==> src/rtl/adc_scan_sequencer.sv <==
// ADC scan sequencer: walks a slot table, issues one ADC command per slot, banks results.
// Optional build macro ADC_SEQ_AVG_EN: four conversions per slot, averaged.
module adc_scan_sequencer #(
    parameter int NUM_SLOTS = 8,
    parameter int SLOT_W    = 3,
    parameter int CH_W      = 5,
    parameter int DATA_W    = 12,
    parameter int TIMEOUT   = 1023
) (
    input  logic              clk_clk,
    input  logic              reset_reset,
    input  logic              cfg_wr,
    input  logic [SLOT_W-1:0] cfg_slot,
    input  logic [CH_W-1:0]   cfg_channel,
    input  logic [SLOT_W-1:0] cfg_last_slot,
    input  logic              start,
    input  logic              continuous,
    input  logic              stop,
    output logic              busy,
    output logic              scan_done,
    output logic              cmd_valid,
    output logic [CH_W-1:0]   cmd_channel,
    output logic              cmd_sop,
    output logic              cmd_eop,
    input  logic              cmd_ready,
    input  logic              rsp_valid,
    input  logic [CH_W-1:0]   rsp_channel,
    input  logic [DATA_W-1:0] rsp_data,
    input  logic [SLOT_W-1:0] rd_slot,
    output logic [DATA_W-1:0] rd_data,
    output logic              err_timeout,
    output logic              err_chan,
    input  logic              err_clr
);

    localparam int TMO_W = $clog2(TIMEOUT + 1);

    typedef enum logic [1:0] {IDLE, CMD, WAIT, DONE} state_t;

    state_t            r_state;
    state_t            w_next;
    logic [CH_W-1:0]   r_table  [NUM_SLOTS];
    logic [DATA_W-1:0] r_result [NUM_SLOTS];
    logic [SLOT_W-1:0] r_slot;
    logic [SLOT_W-1:0] r_last;
    logic              r_stop_pend;
    logic [TMO_W-1:0]  r_tmo;
    logic [DATA_W-1:0] r_rd_data;
    logic              r_err_tmo;
    logic              r_err_chan;

    logic [CH_W-1:0]   w_cur_ch;
    logic              w_xfer;
    logic              w_rsp;
    logic              w_tmo_hit;
    logic              w_last;
    logic              w_slot_done;
    logic              w_first_beat;
    logic              w_last_beat;
    logic              w_restart;

    assign w_cur_ch  = r_table[r_slot];
    assign w_xfer    = (r_state == CMD) && cmd_ready;
    assign w_rsp     = (r_state == WAIT) && rsp_valid;
    assign w_tmo_hit = (r_state == WAIT) && !rsp_valid &&
                       (r_tmo == TMO_W'(TIMEOUT - 1));
    assign w_last    = (r_slot == r_last);

`ifdef ADC_SEQ_AVG_EN
    logic [1:0]        r_beat;
    logic [DATA_W+1:0] r_sum;
    logic [DATA_W+1:0] w_sum_nx;
    logic              w_beat_done;

    assign w_sum_nx     = r_sum + (DATA_W + 2)'(rsp_data);
    assign w_beat_done  = w_rsp && (r_beat == 2'd3);
    assign w_slot_done  = w_beat_done || w_tmo_hit;
    assign w_first_beat = (r_beat == 2'd0);
    assign w_last_beat  = (r_beat == 2'd3);

    // A timeout throws away the partial sum and restarts the beat count.
    always_ff @(posedge clk_clk or posedge reset_reset) begin
        if (reset_reset) begin
            r_beat <= '0;
            r_sum  <= '0;
        end else if (w_tmo_hit || w_beat_done) begin
            r_beat <= '0;
            r_sum  <= '0;
        end else if (w_rsp) begin
            r_beat <= r_beat + 2'd1;
            r_sum  <= w_sum_nx;
        end
    end
`else
    assign w_slot_done  = w_rsp || w_tmo_hit;
    assign w_first_beat = 1'b1;
    assign w_last_beat  = 1'b1;
`endif

    always_ff @(posedge clk_clk or posedge reset_reset) begin
        if (reset_reset) r_state <= IDLE;
        else             r_state <= w_next;
    end

    always_comb begin
        w_next    = r_state;
        w_restart = 1'b0;
        unique case (r_state)
            IDLE: if (start) w_next = CMD;
            CMD:  if (cmd_ready) w_next = WAIT;
            WAIT: begin
                if (w_rsp || w_tmo_hit)
                    w_next = (w_slot_done && w_last) ? DONE : CMD;
            end
            DONE: begin
                if (continuous && !r_stop_pend && !stop) begin
                    w_next    = CMD;
                    w_restart = 1'b1;
                end else begin
                    w_next = IDLE;
                end
            end
            default: w_next = IDLE;
        endcase
    end

    always_ff @(posedge clk_clk or posedge reset_reset) begin
        if (reset_reset) begin
            for (int i = 0; i < NUM_SLOTS; i++) begin
                r_table[i]  <= '0;
                r_result[i] <= '0;
            end
            r_slot      <= '0;
            r_last      <= '0;
            r_stop_pend <= 1'b0;
            r_tmo       <= '0;
            r_rd_data   <= '0;
            r_err_tmo   <= 1'b0;
            r_err_chan  <= 1'b0;
        end else begin
            if (r_state == IDLE && cfg_wr)
                r_table[cfg_slot] <= cfg_channel;

            if ((r_state == IDLE && start) || w_restart) begin
                r_slot <= '0;
                r_last <= cfg_last_slot;
            end else if (w_slot_done && !w_last) begin
                r_slot <= r_slot + 1'b1;
            end

            if (w_xfer)                 r_tmo <= '0;
            else if (r_state == WAIT)   r_tmo <= r_tmo + 1'b1;

            if (r_state == DONE)
                r_stop_pend <= 1'b0;
            else if (stop && r_state != IDLE)
                r_stop_pend <= 1'b1;

`ifdef ADC_SEQ_AVG_EN
            if (w_beat_done) r_result[r_slot] <= w_sum_nx[DATA_W+1:2];
`else
            if (w_rsp) r_result[r_slot] <= rsp_data;
`endif

            // Clear wins over a same-cycle error.
            if (err_clr) begin
                r_err_tmo  <= 1'b0;
                r_err_chan <= 1'b0;
            end else begin
                if (w_tmo_hit) r_err_tmo <= 1'b1;
                if (w_rsp && rsp_channel != w_cur_ch) r_err_chan <= 1'b1;
            end

            r_rd_data <= r_result[rd_slot];
        end
    end

    assign busy        = (r_state != IDLE);
    assign scan_done   = (r_state == DONE);
    assign cmd_valid   = (r_state == CMD);
    assign cmd_channel = (r_state == CMD) ? w_cur_ch : '0;
    assign cmd_sop     = (r_state == CMD) && (r_slot == '0) && w_first_beat;
    assign cmd_eop     = (r_state == CMD) && w_last && w_last_beat;
    assign rd_data     = r_rd_data;
    assign err_timeout = r_err_tmo;
    assign err_chan    = r_err_chan;

endmodule

==> config.mk <==
export PLATFORM = sky130hd
export DESIGN_NAME = adc_scan_sequencer
export DESIGN_NICKNAME = d
export VERILOG_FILES = /design/src/rtl/adc_scan_sequencer.sv
export SDC_FILE = /design/constraint.sdc
export NUM_CORES = 1
export LEC_CHECK = 0
export BUFFER_PORTS_ARGS = -buffer_cell sky130_fd_sc_hd__buf_2
export CAP_MARGIN = 20
export CELL_PAD_IN_SITES_DETAIL_PLACEMENT = 1
export CELL_PAD_IN_SITES_GLOBAL_PLACEMENT = 2
export CORE_ASPECT_RATIO = 1.5
export CORE_UTILIZATION = 45
export CTS_CLUSTER_DIAMETER = 40
export DETAILED_ROUTE_END_ITERATION = 12
export PLACE_DENSITY_LB_ADDON = 0.1
export SYNTH_ARGS = -nofsm -noshare
export SYNTH_HDL_FRONTEND = slang
export SYNTH_SLANG_ARGS = --single-unit
==> constraint.sdc <==
create_clock -name clk_clk -period 16.3 [get_ports clk_clk]
set_input_delay 3.26 -clock clk_clk [delete_from_list [all_inputs] [get_ports clk_clk]]
set_output_delay 3.26 -clock clk_clk [all_outputs]
set_load 0.02 [all_outputs]
Word level (Yosys, flattened, before mapping)

Index checks and enable logic that the tools add are counted.

Register bits: 169

Order comparisons: 5
Eq/ne operators: 9
Reductions and logical operators: 31
Bitwise gates (word level): 3
Add/subtract/negate cells: 2
Muxes and demuxes: 31

Operators by type and width:

| cell                    | number |
|---|---|
| $bwmux W96              | 1 |
| $bwmux W40              | 1 |
| $bmux W12 S3            | 1 |
| $demux W12 S3           | 1 |
| $mux W12                | 3 |
| $mux W10                | 2 |
| $mux W5                 | 4 |
| $logic_and A1 B1 Y1     | 16 |
| $bmux W5 S3             | 1 |
| $demux W5 S3            | 1 |
| $ge A4 B4 Y1 const B    | 3 |
| $not A3 Y4              | 3 |
| $reduce_bool A2 Y1      | 6 |
| $add A10 B1 Y10 const B | 1 |
| $eq A10 B10 Y1 const B  | 1 |
| $mux W1                 | 9 |
| $lt A4 B1 Y1 const B    | 2 |
| $mux W2                 | 4 |
| $pmux W2 S4             | 1 |
| $mux W3                 | 2 |
| $ne A5 B5 Y1            | 1 |
| $eq A2 B2 Y1 const B    | 2 |
| $logic_not A1 Y1        | 4 |
| $ne A2 B2 Y1 const B    | 2 |
| 8 further kinds         | 9 |

Depth between registers and ports, before layout

Gate-level depths: netlist of run 1.

Depth in word-level cells: 8
Gate-level depth with buffers: 8

Worst setup path before layout of run 1

OpenSTA, ideal clock, no wires.

Path kind: register -> output
Start: reg r_slot[0]
End: out cmd_channel[3]
Path slack: 11.503 ns
Path buffers: 2
Data arrival time: 1.537 ns
Data required time: 13.040 ns
Cell stages (with the launch flop): 6
Cell sequence: dfrtp_1 buf_6 buf_12 mux2i_1 mux4_2 nor2_1

Cells in the longest elaborated chain, start to end: 5

Ends and longest elaborated chain:

| item                                       | line | text |
|---|---|---|
| from (decl)                                | 44   | `logic [SLOT_W-1:0] r_slot;` |
| from (signal assigned)                     | 148  | `r_slot <= r_slot + 1'b1;` |
| $not A3 Y4 (not written as such)           | 62   | `assign w_cur_ch = r_table[r_slot];` |
| $bmux W5 S3                                | 62   |  |
| $mux W5 (not written as such) (2 in a row) | 62   |  |
| $mux W5                                    | 181  | `assign cmd_channel = (r_state == CMD) ? w_cur_ch : '0;` |
| to (decl)                                  | 22   | `output logic [CH_W-1:0] cmd_channel,` |

No other way between the ends. The select of a mux whose other input is x is not followed.

Worst setup path after layout of run 1

Start: reg r_slot[0]
End: out cmd_channel[4]

The elaborated chain is that of the path after synthesis.

==> impl_metrics.csv, run 1 <==
group,metric,value,unit
cts,holdBufCountCts,0,
power_and_ir_drop,powerDensity,153,nW/um^2
status,run_status,"finished, final reports clean",
floorplanning,die_y,162,um
layout,mostFrequentLayoutCells,"dfrtp_1 (169), mux2_2 (150), buf_2 (63), nor2_1 (25), mux4_2 (25)",
sta,hold_viol,0,
logic_synthesis,synthCells,539,
sta,fmax,177,MHz
logic_synthesis,ys_types,49,
hold_path,hold-path-endpoint,"r_tmo[9]$_DFFE_PP0P_",
setup_path,start_kind,"flop",
setup_path,crit_required,13040,ps
layout,layout_commonest_cell,"dfrtp_1",
layout,antenna_cells,0,
logic_synthesis,syn_avg_cell_area,14.3,um^2
power_and_ir_drop,power_frac_comb,0.243,
global_route,grt_pass1_wl,29500,um
power_and_ir_drop,swShare,0.295,
sta,finalMaxSlewViolations,0,
layout,regArea,4230,um^2
sta,setup_tns,0,ps
sta,setup_violations,0,
layout,area_delta_synth_final,14.0,%
sta,grt_setup_unrepaired,"false",
setup_path,r2r_cells,6,
logic_synthesis,synth_edf_count,0,
layout,drive_gt1_frac,0.456,
logic_synthesis,ys_warn_count,0,
power_and_ir_drop,p_switching,396,uW
logic_synthesis,yosysTopAreaCellShare,0.549,
cts,post-cts-setup-buffers,0,
logic_synthesis,ys_ff_latch,169,
hold_path,min_path_type,"reg2reg",
drt,routed_wirelength,18000,um
cts,cts_root_buf,"clkbuf_16",
setup_path,r2r-start,"r_slot[0]$_DFFE_PP0P_",
logic_synthesis,synth_nets,583,
logic_synthesis,ys_seq_area_frac,0.549,
power_and_ir_drop,p_leak,4.11,nW
setup_path,reg2reg_slack,13660,ps
floorplanning,io_pins,64,
logic_synthesis,synth_area_leaders,"dfrtp_1 (55%), mux2_2 (22%), mux4_2 (7.3%)",
logic_synthesis,ys.flop_type,"dfrtp_1",
global_route,groute.usage.overall,0.228,
setup_path,worstSetupPathType,"reg2out",
cts,cts_tree,"built",
cts,clk_path_buf_depth,2,
hold_path,worstHoldStart,"r_tmo[9]$_DFFE_PP0P_",
drt,first_pass_iters,4,
global_route,overflow,0,
layout,finish.net_count,642,
cts,insertion_delay,420,ps
sta,hold_ws,491,ps
global_route,antenna_found_initial,0,
setup_path,crit_arrival,2380,ps
logic_synthesis,synthArstFlopShare,1.00,
floorplanning,die_area,17700,um^2
global_route,grt_max_degree,93,
power_and_ir_drop,internal_power,946,uW
floorplanning,start_util,0.460,
sta,fin_skew,7.11,ps
global_route,grt_pass1_vias,5350,
floorplanning,rows,58,
drt,vias,4636,
setup_path,r2r-end,"err_chan$_DFFE_PP0P_",
job,cap_viol_max_count,0,
setup_path,endpoint_kind,"primary output",
placed_design,gp_congestion,0.778,
logic_synthesis,yosys.area.top_type,"dfrtp_1",
layout,final_util,0.524,
drt,drc,0,
floorplanning,die_w,109,um
power_and_ir_drop,peakVddDrop,0.0758,mV
layout,multi_input_area,3310,um^2
logic_synthesis,syn_area,7710,um^2
floorplanning,core,16800,um^2
setup_path,crit_fanout,18,
sta,fin_crit_sh,0.346,
drt,post_drt_wl_per_cell,21.9,um
sta,worstMarginPinSlew,974,ps
power_and_ir_drop,clkPwrFrac,0.308,
layout,fillers,1670,
hold_path,hold_path_depth,1,
cts,cts_sinks,169,
sta,min_period,5640,ps
cts,cts-buffers-inserted,17,
sta,slew_headroom,0.351,
cts,clkTransAtPathRegs,60,ps
power_and_ir_drop,pwr-share-seq,0.449,
drt,drtIter0Drc,120,
cts,ctsResizeCount,0,
cts,cts_max_level,4,
placed_design,dpl.hpwl,12000,um
placed_design,portBuffers,63,
drt,postRouteAntennaNets,0,
drt,vias_per_cell,5.66,
-- kinds of logic after synthesis --
family	share of synthesized area
AO/OA/AOI/OAI	0.0328
XOR/XNOR	0.0125
adder cells (fa/ha/maj)	0.00649
buffers and inverters	0.0229
flip-flops	0.549
multiplexers	0.317
AND/OR/NAND/NOR	0.0594
-- cells in the mapped netlist (5+ instances only) --
cell	count
dfrtp_1	169
mux2_2	150
mux4_2	25
nor2_1	25
mux2i_1	18
nand2_1	18
buf_2	17
o21ai_0	10
clkbuf_1	9
nand3_1	9
inv_1	6
xor2_1	6
a31oi_1	5
nand2b_1	5
xnor2_1	5
-- flip-flops by register name, summed over array words and instances (netlist names) --
name,flops
r_stop_pend,1
err_timeout,1
r_tmo,10
r_last,3
r_slot,3
r_table,40
err_chan,1
r_result,96
rd_data,12
r_state,2
-- per-layer routing --
| metal | vias up | part of all wire | GRT usage |
|---|---|---|---|
| met5 | - | 0 | 0 |
| li1 | 2088 | - | - |
| met3 | 18 | 0.021 | 0.0365 |
| met4 | 0 | 0.018 | 0.0829 |
| met1 | 2455 | 0.40 | 0.264 |
| met2 | 75 | 0.56 | 0.418 |
-- how the worst max path moves through the flow --
stage | start | depth (start not counted) | end
2_1_floorplan | reset_reset | 1 | err_chan$_DFFE_PP0P_
3_3_place_gp | rsp_valid | 6 | r_result[28]$_DFFE_PP0P_
3_5_place_dp | rsp_valid | 6 | r_result[25]$_DFFE_PP0P_
4_1_cts | r_slot[0]$_DFFE_PP0P_ | 5 | cmd_channel[3]
5_1_grt | r_slot[0]$_DFFE_PP0P_ | 6 | cmd_channel[4]
6_report | r_slot[0]$_DFFE_PP0P_ | 6 | cmd_channel[4]
-- stage by stage --
stage | cells | setup slack [ps] | power [mW] | cell area, um^2
2_1_floorplan | 539 | 8460 | 0.845 | 7710
3_3_place_gp | 787 | 10910 | 0.924 | 8170
3_5_place_dp | 787 | 10830 | 0.941 | 8170
4_1_cts | 817 | 10600 | 1.36 | 8770
5_1_grt | 819 | 10440 | 1.42 | 8790
6_report | 819 | 10660 | 1.34 | 8790
-- power groups by stage --
stage               sequential (mW)  clock (mW)  combinational [mW]
floorplan                     0.581           0               0.264
global placement              0.602           0               0.322
detailed placement            0.610           0               0.331
CTS                           0.603       0.423               0.334
global route                  0.620       0.439               0.362
finish                        0.603       0.413               0.327
-- critical path: stages (launching register included) --
cell and delay, ps:
dfrtp_1 620, buf_4 370, inv_1 160, a211oi_1 390
nor3_1 110, nor2_1 120, buf_2 180
-- final cells by class --
type / instances / share of cell area
repair buffers: 69 / 0.0410
well taps: 210 / 0.0299
multi-input cells: 335 / 0.376
inverters: 6 / 0.00313
clock buffers: 20 / 0.0520
clock inverters: 10 / 0.0165
flip-flops and latches: 169 / 0.481
Note: power is estimated with default switching activity, not from simulation.
==> run 2, diff against run 1 <==
--- a/config.mk
+++ b/config.mk
@@ -5,12 +5,13 @@
 export SDC_FILE = /design/constraint.sdc
 export NUM_CORES = 1
 export LEC_CHECK = 0
+export ABC_AREA = 1
 export BUFFER_PORTS_ARGS = -buffer_cell sky130_fd_sc_hd__buf_2
 export CAP_MARGIN = 20
 export CELL_PAD_IN_SITES_DETAIL_PLACEMENT = 1
 export CELL_PAD_IN_SITES_GLOBAL_PLACEMENT = 2
 export CORE_ASPECT_RATIO = 1.5
-export CORE_UTILIZATION = 45
+export CORE_UTILIZATION = 33
 export CTS_CLUSTER_DIAMETER = 40
 export DETAILED_ROUTE_END_ITERATION = 12
 export PLACE_DENSITY_LB_ADDON = 0.1
==> constraint.sdc (replaced) <==
create_clock -name clk_clk -period 4.95 [get_ports clk_clk]
set_input_delay 0.99 -clock clk_clk [delete_from_list [all_inputs] [get_ports clk_clk]]
set_output_delay 0.99 -clock clk_clk [all_outputs]
set_load 0.02 [all_outputs]
==> run 2 against run 1 <==
Net effect:
- final cell count increased by 61%
- utilization shrank 14 points
- non-clock buffer count down 1
- die area rose by 37%
- synthesized area up 0.70%
- critical path type unchanged
- largest cell class unchanged
==> impl_metrics.csv, run 2 <==
group,metric,value,unit
hold_path,hold-path-endpoint,"r_result[32]$_DFFE_PP0P_",
setup_path,r2r-start,"r_state[0]$_DFFE_PP0P_",
drt,post_drt_wl_per_cell,16.3,um
hold_path,min_path_type,"reg2reg",
sta,min_period,3160,ps
floorplanning,start_util,0.337,
global_route,groute.usage.overall,0.193,
placed_design,gp_congestion,0.741,
layout,area_delta_synth_final,15.4,%
logic_synthesis,synthTopCellsByCount,"nand2_1 (247), o21ai_0 (172), dfrtp_1 (169)",
logic_synthesis,synthCells,945,
layout,largest_reg_flops,96,
setup_path,worstSetupPathType,"reg2out",
sta,setup_tns,0,ps
logic_synthesis,yosys.area.top_type,"dfrtp_1",
sta,slew_headroom,0.320,
layout,layout_commonest_cell,"nand2_1",
layout,fillers,2794,
floorplanning,die_y,190,um
logic_synthesis,synth.most_common_cell,"nand2_1",
placed_design,post-place-ws,2230,ps
cts,insertion_delay,430,ps
hold_path,worstHoldStart,"r_result[32]$_DFFE_PP0P_",
logic_synthesis,synth_edf_count,0,
placed_design,portBuffers,63,
setup_path,start_kind,"flop",
sta,fin_crit_sh,0.638,
drt,vias,6335,
cts,cts_tree,"built",
logic_synthesis,synthArstFlopShare,1.00,
power_and_ir_drop,peakVddDrop,0.268,mV
cts,cts-buffers-inserted,17,
floorplanning,rows,68,
setup_path,critical_path.cell_chain,"nor2_1, nand3_1, nand3_1, inv_1, a21oi_1, buf_2",
layout,top_register,"r_result",
logic_synthesis,ys_ff_latch,169,
layout,finish.net_count,1037,
setup_path,crit_slowest_cell,"dfrtp_1",
logic_synthesis,syn_avg_cell_area,8.21,um^2
layout,drive_gt1_frac,0.110,
cts,ctsResizeCount,0,
logic_synthesis,ys.flop_type,"dfrtp_1",
setup_path,crit_fanout,7,
logic_synthesis,ys_warn_count,0,
sta,grt_setup_unrepaired,"false",
drt,postRouteAntennaNets,0,
cts,post-cts-setup-buffers,0,
cts,cts_sinks,169,
sta,finalMaxSlewViolations,0,
placed_design,dpl.hpwl,14400,um
setup_path,r2r-end,"r_result[41]$_DFFE_PP0P_",
logic_synthesis,synth_area_leaders,"dfrtp_1 (54%), nand2_1 (12%), o21ai_0 (11%)",
setup_path,cpMostUsedCell,"nand3_1",
layout,antenna_cells,0,
logic_synthesis,ys_seq_area_frac,0.545,
sta,setup_violations,0,
sta,fmax,317,MHz
setup_path,reg2reg_slack,2750,ps
floorplanning,core,23100,um^2
setup_path,r2r_cells,7,
drt,drtIter0Drc,271,
drt,routed_wirelength,21600,um
logic_synthesis,syn_area,7760,um^2
cts,holdBufCountCts,0,
sta,final.setup.worst_slack,1790,ps
floorplanning,die_w,127,um
cts,cts_root_buf,"clkbuf_16",
cts,cts_max_level,4,
logic_synthesis,ys_types,34,
global_route,antenna_found_initial,0,
setup_path,cp_top_family,"simple AND/OR/NAND/NOR gates",
global_route,grt_pass1_vias,6496,
sta,fin_skew,11.1,ps
global_route,grt_max_degree,170,
cts,clkTransAtPathRegs,60,ps
drt,drc,0,
job,cap_viol_max_count,0,
status,run_status,"finished, final reports clean",
floorplanning,io_pins,64,
drt,vias_per_cell,4.80,
drt,first_pass_iters,4,
setup_path,crit_required,3960,ps
setup_path,critPathBufInv,2,
layout,mostFrequentLayoutCells,"nand2_1 (247), o21ai_0 (172), dfrtp_1 (169), nor2_1 (100), inv_1 (90)",
cts,clk_path_buf_depth,2,
setup_path,crit_arrival,2170,ps
power_and_ir_drop,p_leak,4.31,nW
logic_synthesis,yosysTopAreaCellShare,0.545,
sta,worstMarginPinSlew,1020,ps
global_route,grt_pass1_wl,35500,um
global_route,overflow,0,
floorplanning,die_area,24100,um^2
setup_path,slowest_delay,490,ps
setup_path,endpoint_kind,"primary output",
hold_path,hold_path_depth,2,
power_and_ir_drop,powerDensity,544,nW/um^2
sta,hold_viol,0,
logic_synthesis,synth_nets,989,
-- run 2: worst max-delay path by stage --
| stage | startpoint | to | cells after the start |
|---|---|---|---|
| after floorplan | reset_reset | err_chan$_DFFE_PP0P_ | 1 |
| after global placement | r_slot[0]$_DFFE_PP0P_ | cmd_channel[4] | 6 |
| after detailed placement | r_slot[1]$_DFFE_PP0P_ | cmd_channel[4] | 6 |
| after CTS | r_slot[1]$_DFFE_PP0P_ | cmd_channel[4] | 6 |
| after global routing | r_slot[0]$_DFFE_PP0P_ | cmd_channel[2] | 7 |
| final | r_slot[1]$_DFFE_PP0P_ | cmd_channel[4] | 6 |
-- run 2: logic make-up after synthesis --
kind of cell | count (synthesis) | synth area share
AOI/OAI and AO/OA | 230 | 0.163
xor gates and xnor gates | 4 | 0.00452
adders and majority gates | 4 | 0.00645
buffers and inverters | 136 | 0.0688
DFF | 169 | 0.545
and+or+nand+nor | 402 | 0.212
-- run 2: final cells by class --
class,count,area [um^2],area share
timing repair buffer,68,365,0.0408
tap,315,394,0.0440
clock inverter,11,146,0.0163
inverter,97,368,0.0411
multi-input combinational,640,3000,0.335
sequential,169,4230,0.472
clock buffer,20,457,0.0510
-- run 2: tightest hold or removal path: stages, from the launching register on --
cell and delay (ps):
dfrtp_1 340, nand2_1 50, o21ai_0 60
-- run 2: stage by stage --
stage	area (um^2)	total power [mW]	utilization	cells	hold WS [ps]
6_report	8960	4.87	0.388	1320	482
3_5_place_dp	8350	3.54	0.362	1289	468
2_1_floorplan	7760	3.11	-	945	445
3_3_place_gp	8350	3.51	0.362	1289	460
5_1_grt	8960	5.25	0.388	1320	502
4_1_cts	8960	4.95	0.388	1320	484
-- run 2: power breakdown --
group	total (mW)	internal [mW]	switching, mW
clock	1.38	0.819	0.564
combinational	1.38	0.475	0.904
sequential	2.11	1.86	0.251
-- run 2: per-layer routing --
layer | global-route usage | wire length (um) | part of all wire
met5 | 0 | 0 | 0
met4 | 0.0490 | 243 | 0.011
met3 | 0.0290 | 374 | 0.017
met2 | 0.361 | 11600 | 0.54
met1 | 0.228 | 9380 | 0.43
==> run 3, diff against run 2 <==
--- a/config.mk
+++ b/config.mk
@@ -5,13 +5,13 @@
 export SDC_FILE = /design/constraint.sdc
 export NUM_CORES = 1
 export LEC_CHECK = 0
-export ABC_AREA = 1
+export ABC_AREA = 0
 export BUFFER_PORTS_ARGS = -buffer_cell sky130_fd_sc_hd__buf_2
 export CAP_MARGIN = 20
 export CELL_PAD_IN_SITES_DETAIL_PLACEMENT = 1
 export CELL_PAD_IN_SITES_GLOBAL_PLACEMENT = 2
 export CORE_ASPECT_RATIO = 1.5
-export CORE_UTILIZATION = 33
+export CORE_UTILIZATION = 43
 export CTS_CLUSTER_DIAMETER = 40
 export DETAILED_ROUTE_END_ITERATION = 12
 export PLACE_DENSITY_LB_ADDON = 0.1
==> constraint.sdc (replaced) <==
create_clock -name clk_clk -period 3.1 [get_ports clk_clk]
set_input_delay 0.62 -clock clk_clk [delete_from_list [all_inputs] [get_ports clk_clk]]
set_output_delay 0.62 -clock clk_clk [all_outputs]
set_load 0.02 [all_outputs]
==> run 3 against run 2 <==
Net effect:
- die area down 23%
- hold slack worse by 110 ps
- worst setup slack worse by 1600 ps
- sequential cell count unchanged
- largest power group unchanged
- critical endpoint unchanged
- sequential share of layout area up 0.64 points
- highest routed layer unchanged
- register-to-register slack worse by 2100 ps
- critical path type unchanged
- clock power up 56%
- the flow now finishes with violations (design-rule violations)
==> impl_metrics.csv, run 3 (synthesis gave the netlist of run 1 again) <==
group,metric,value,unit
placed_design,dpl.cell_count,797,
power_and_ir_drop,peakVddDrop,0.348,mV
status,violations,"design-rule violations",
layout,layout_commonest_cell,"dfrtp_1",
job,cap_viol_max_count,0,
layout,drive_gt1_frac,0.464,
cts,insertion_delay,430,ps
hold_path,hold_path_depth,2,
global_route,overflow,0,
cts,cts-buffers-inserted,17,
layout,largest_reg_flops,96,
setup_path,start_kind,"flop",
sta,setup_violations,0,
drt,post_drt_wl_per_cell,21.5,um
cts,cts_tree,"built",
cts,clk_path_buf_depth,2,
sta,setup_tns,0,ps
layout,top_register,"r_result",
floorplanning,io_pins,64,
placed_design,gp_congestion,0.758,
sta,grt_setup_unrepaired,"false",
drt,vias_per_cell,5.61,
setup_path,crit_fanout,15,
floorplanning,die_area,18500,um^2
setup_path,worstSetupPathType,"reg2out",
hold_path,hold-path-endpoint,"err_timeout$_DFFE_PP0P_",
drt,postRouteAntennaNets,0,
floorplanning,start_util,0.442,
sta,slew_headroom,0.387,
layout,fillers,1723,
cts,clkTransAtPathRegs,60,ps
power_and_ir_drop,powerDensity,798,nW/um^2
setup_path,r2r-start,"r_slot[2]$_DFFE_PP0P_",
placed_design,portBuffers,63,
cts,ctsResizeCount,0,
global_route,grt_pass1_wl,29100,um
sta,fin_skew,7.15,ps
sta,finalMaxSlewViolations,0,
drt,vias,4650,
layout,finish.net_count,647,
setup_path,crit_required,2480,ps
global_route,groute.usage.overall,0.209,
cts,cts_root_buf,"clkbuf_16",
floorplanning,rows,59,
cts,cts_sinks,169,
drt,first_pass_iters,8,
layout,mostFrequentLayoutCells,"dfrtp_1 (169), mux2_2 (150), buf_2 (63), nor2_1 (25), mux4_2 (25)",
placed_design,dpl.hpwl,12000,um
setup_path,reg2reg_slack,680,ps
setup_path,cp-startpoint,"r_slot[0]$_DFFE_PP0P_",
hold_path,min_path_type,"in2reg",
hold_path,worstHoldStart,"err_clr",
sta,min_period,2900,ps
power_and_ir_drop,p_leak,4.13,nW
cts,holdBufCountCts,0,
cts,post-cts-setup-buffers,0,
sta,hold_viol,0,
status,run_status,"complete, but fails checks",
setup_path,r2r_cells,5,
global_route,grt_pass1_vias,5257,
setup_path,crit_arrival,2280,ps
setup_path,r2r-end,"err_chan$_DFFE_PP0P_",
layout,antenna_cells,0,
setup_path,endpoint_kind,"primary output",
global_route,antenna_found_initial,0,
global_route,grt_max_degree,170,
power_and_ir_drop,total_power,7.06,mW
drt,routed_wirelength,17900,um
sta,fin_crit_sh,0.936,
drt,drtIter0Drc,125,
layout,area_delta_synth_final,14.7,%
drt,drc,6,
sta,worstMarginPinSlew,919,ps
layout,stdcell_count,829,
floorplanning,core,17400,um^2
sta,final.setup.worst_slack,199,ps
sta,fmax,345,MHz
floorplanning,die_y,166,um
floorplanning,die_w,111,um
placed_design,post-place-ws,639,ps
cts,cts_max_level,4,
-- run 3: worst max-delay path: stages (launching register included) --
cell      delay, ps
dfrtp_1         620
buf_4           320
a21boi_1        140
a211oi_1        370
nor3_1          110
nor2_1          110
buf_2           180
-- run 3: area by class of cell --
type | count | area [um^2] | share of cell area
timing repair buffer | 74 | 410 | 0.0464
clock buffer | 18 | 439 | 0.0497
sequential | 169 | 4230 | 0.479
tap | 213 | 267 | 0.0302
clock inverter | 14 | 160 | 0.0181
multi-input combinational | 335 | 3310 | 0.374
inverter | 6 | 26.3 | 0.00297
-- run 3: through the flow --
stage	hold slack, ps	instance area [um^2]	util
after floorplan	448	7710	-
after global placement	473	8240	0.473
after detailed placement	484	8240	0.473
after CTS	356	8840	0.507
after global routing	365	8840	0.507
final	373	8840	0.507
-- run 3: worst max path at each step --
stage                           endpoint  slack (ps)  cells after the start
floorplan           err_chan$_DFFE_PP0P_         330                      1
global placement          cmd_channel[4]         660                      6
detailed placement        cmd_channel[4]         640                      6
CTS                       cmd_channel[4]         160                      6
global route              cmd_channel[4]           3                      6
finish                    cmd_channel[4]         200                      6
-- run 3: metal layers --
metal,track usage,up-vias,share of wire
met2,0.396,63,0.57
li1,-,2095,-
met1,0.234,2475,0.39
met5,0,-,0
met4,0.0670,0,0.015
met3,0.0372,17,0.019
-- run 3: power by group --
group          total [mW]  switching [mW]  internal (mW)
sequential           3.18           0.401           2.77
combinational        1.73           0.821          0.904
clock                2.15           0.926           1.23
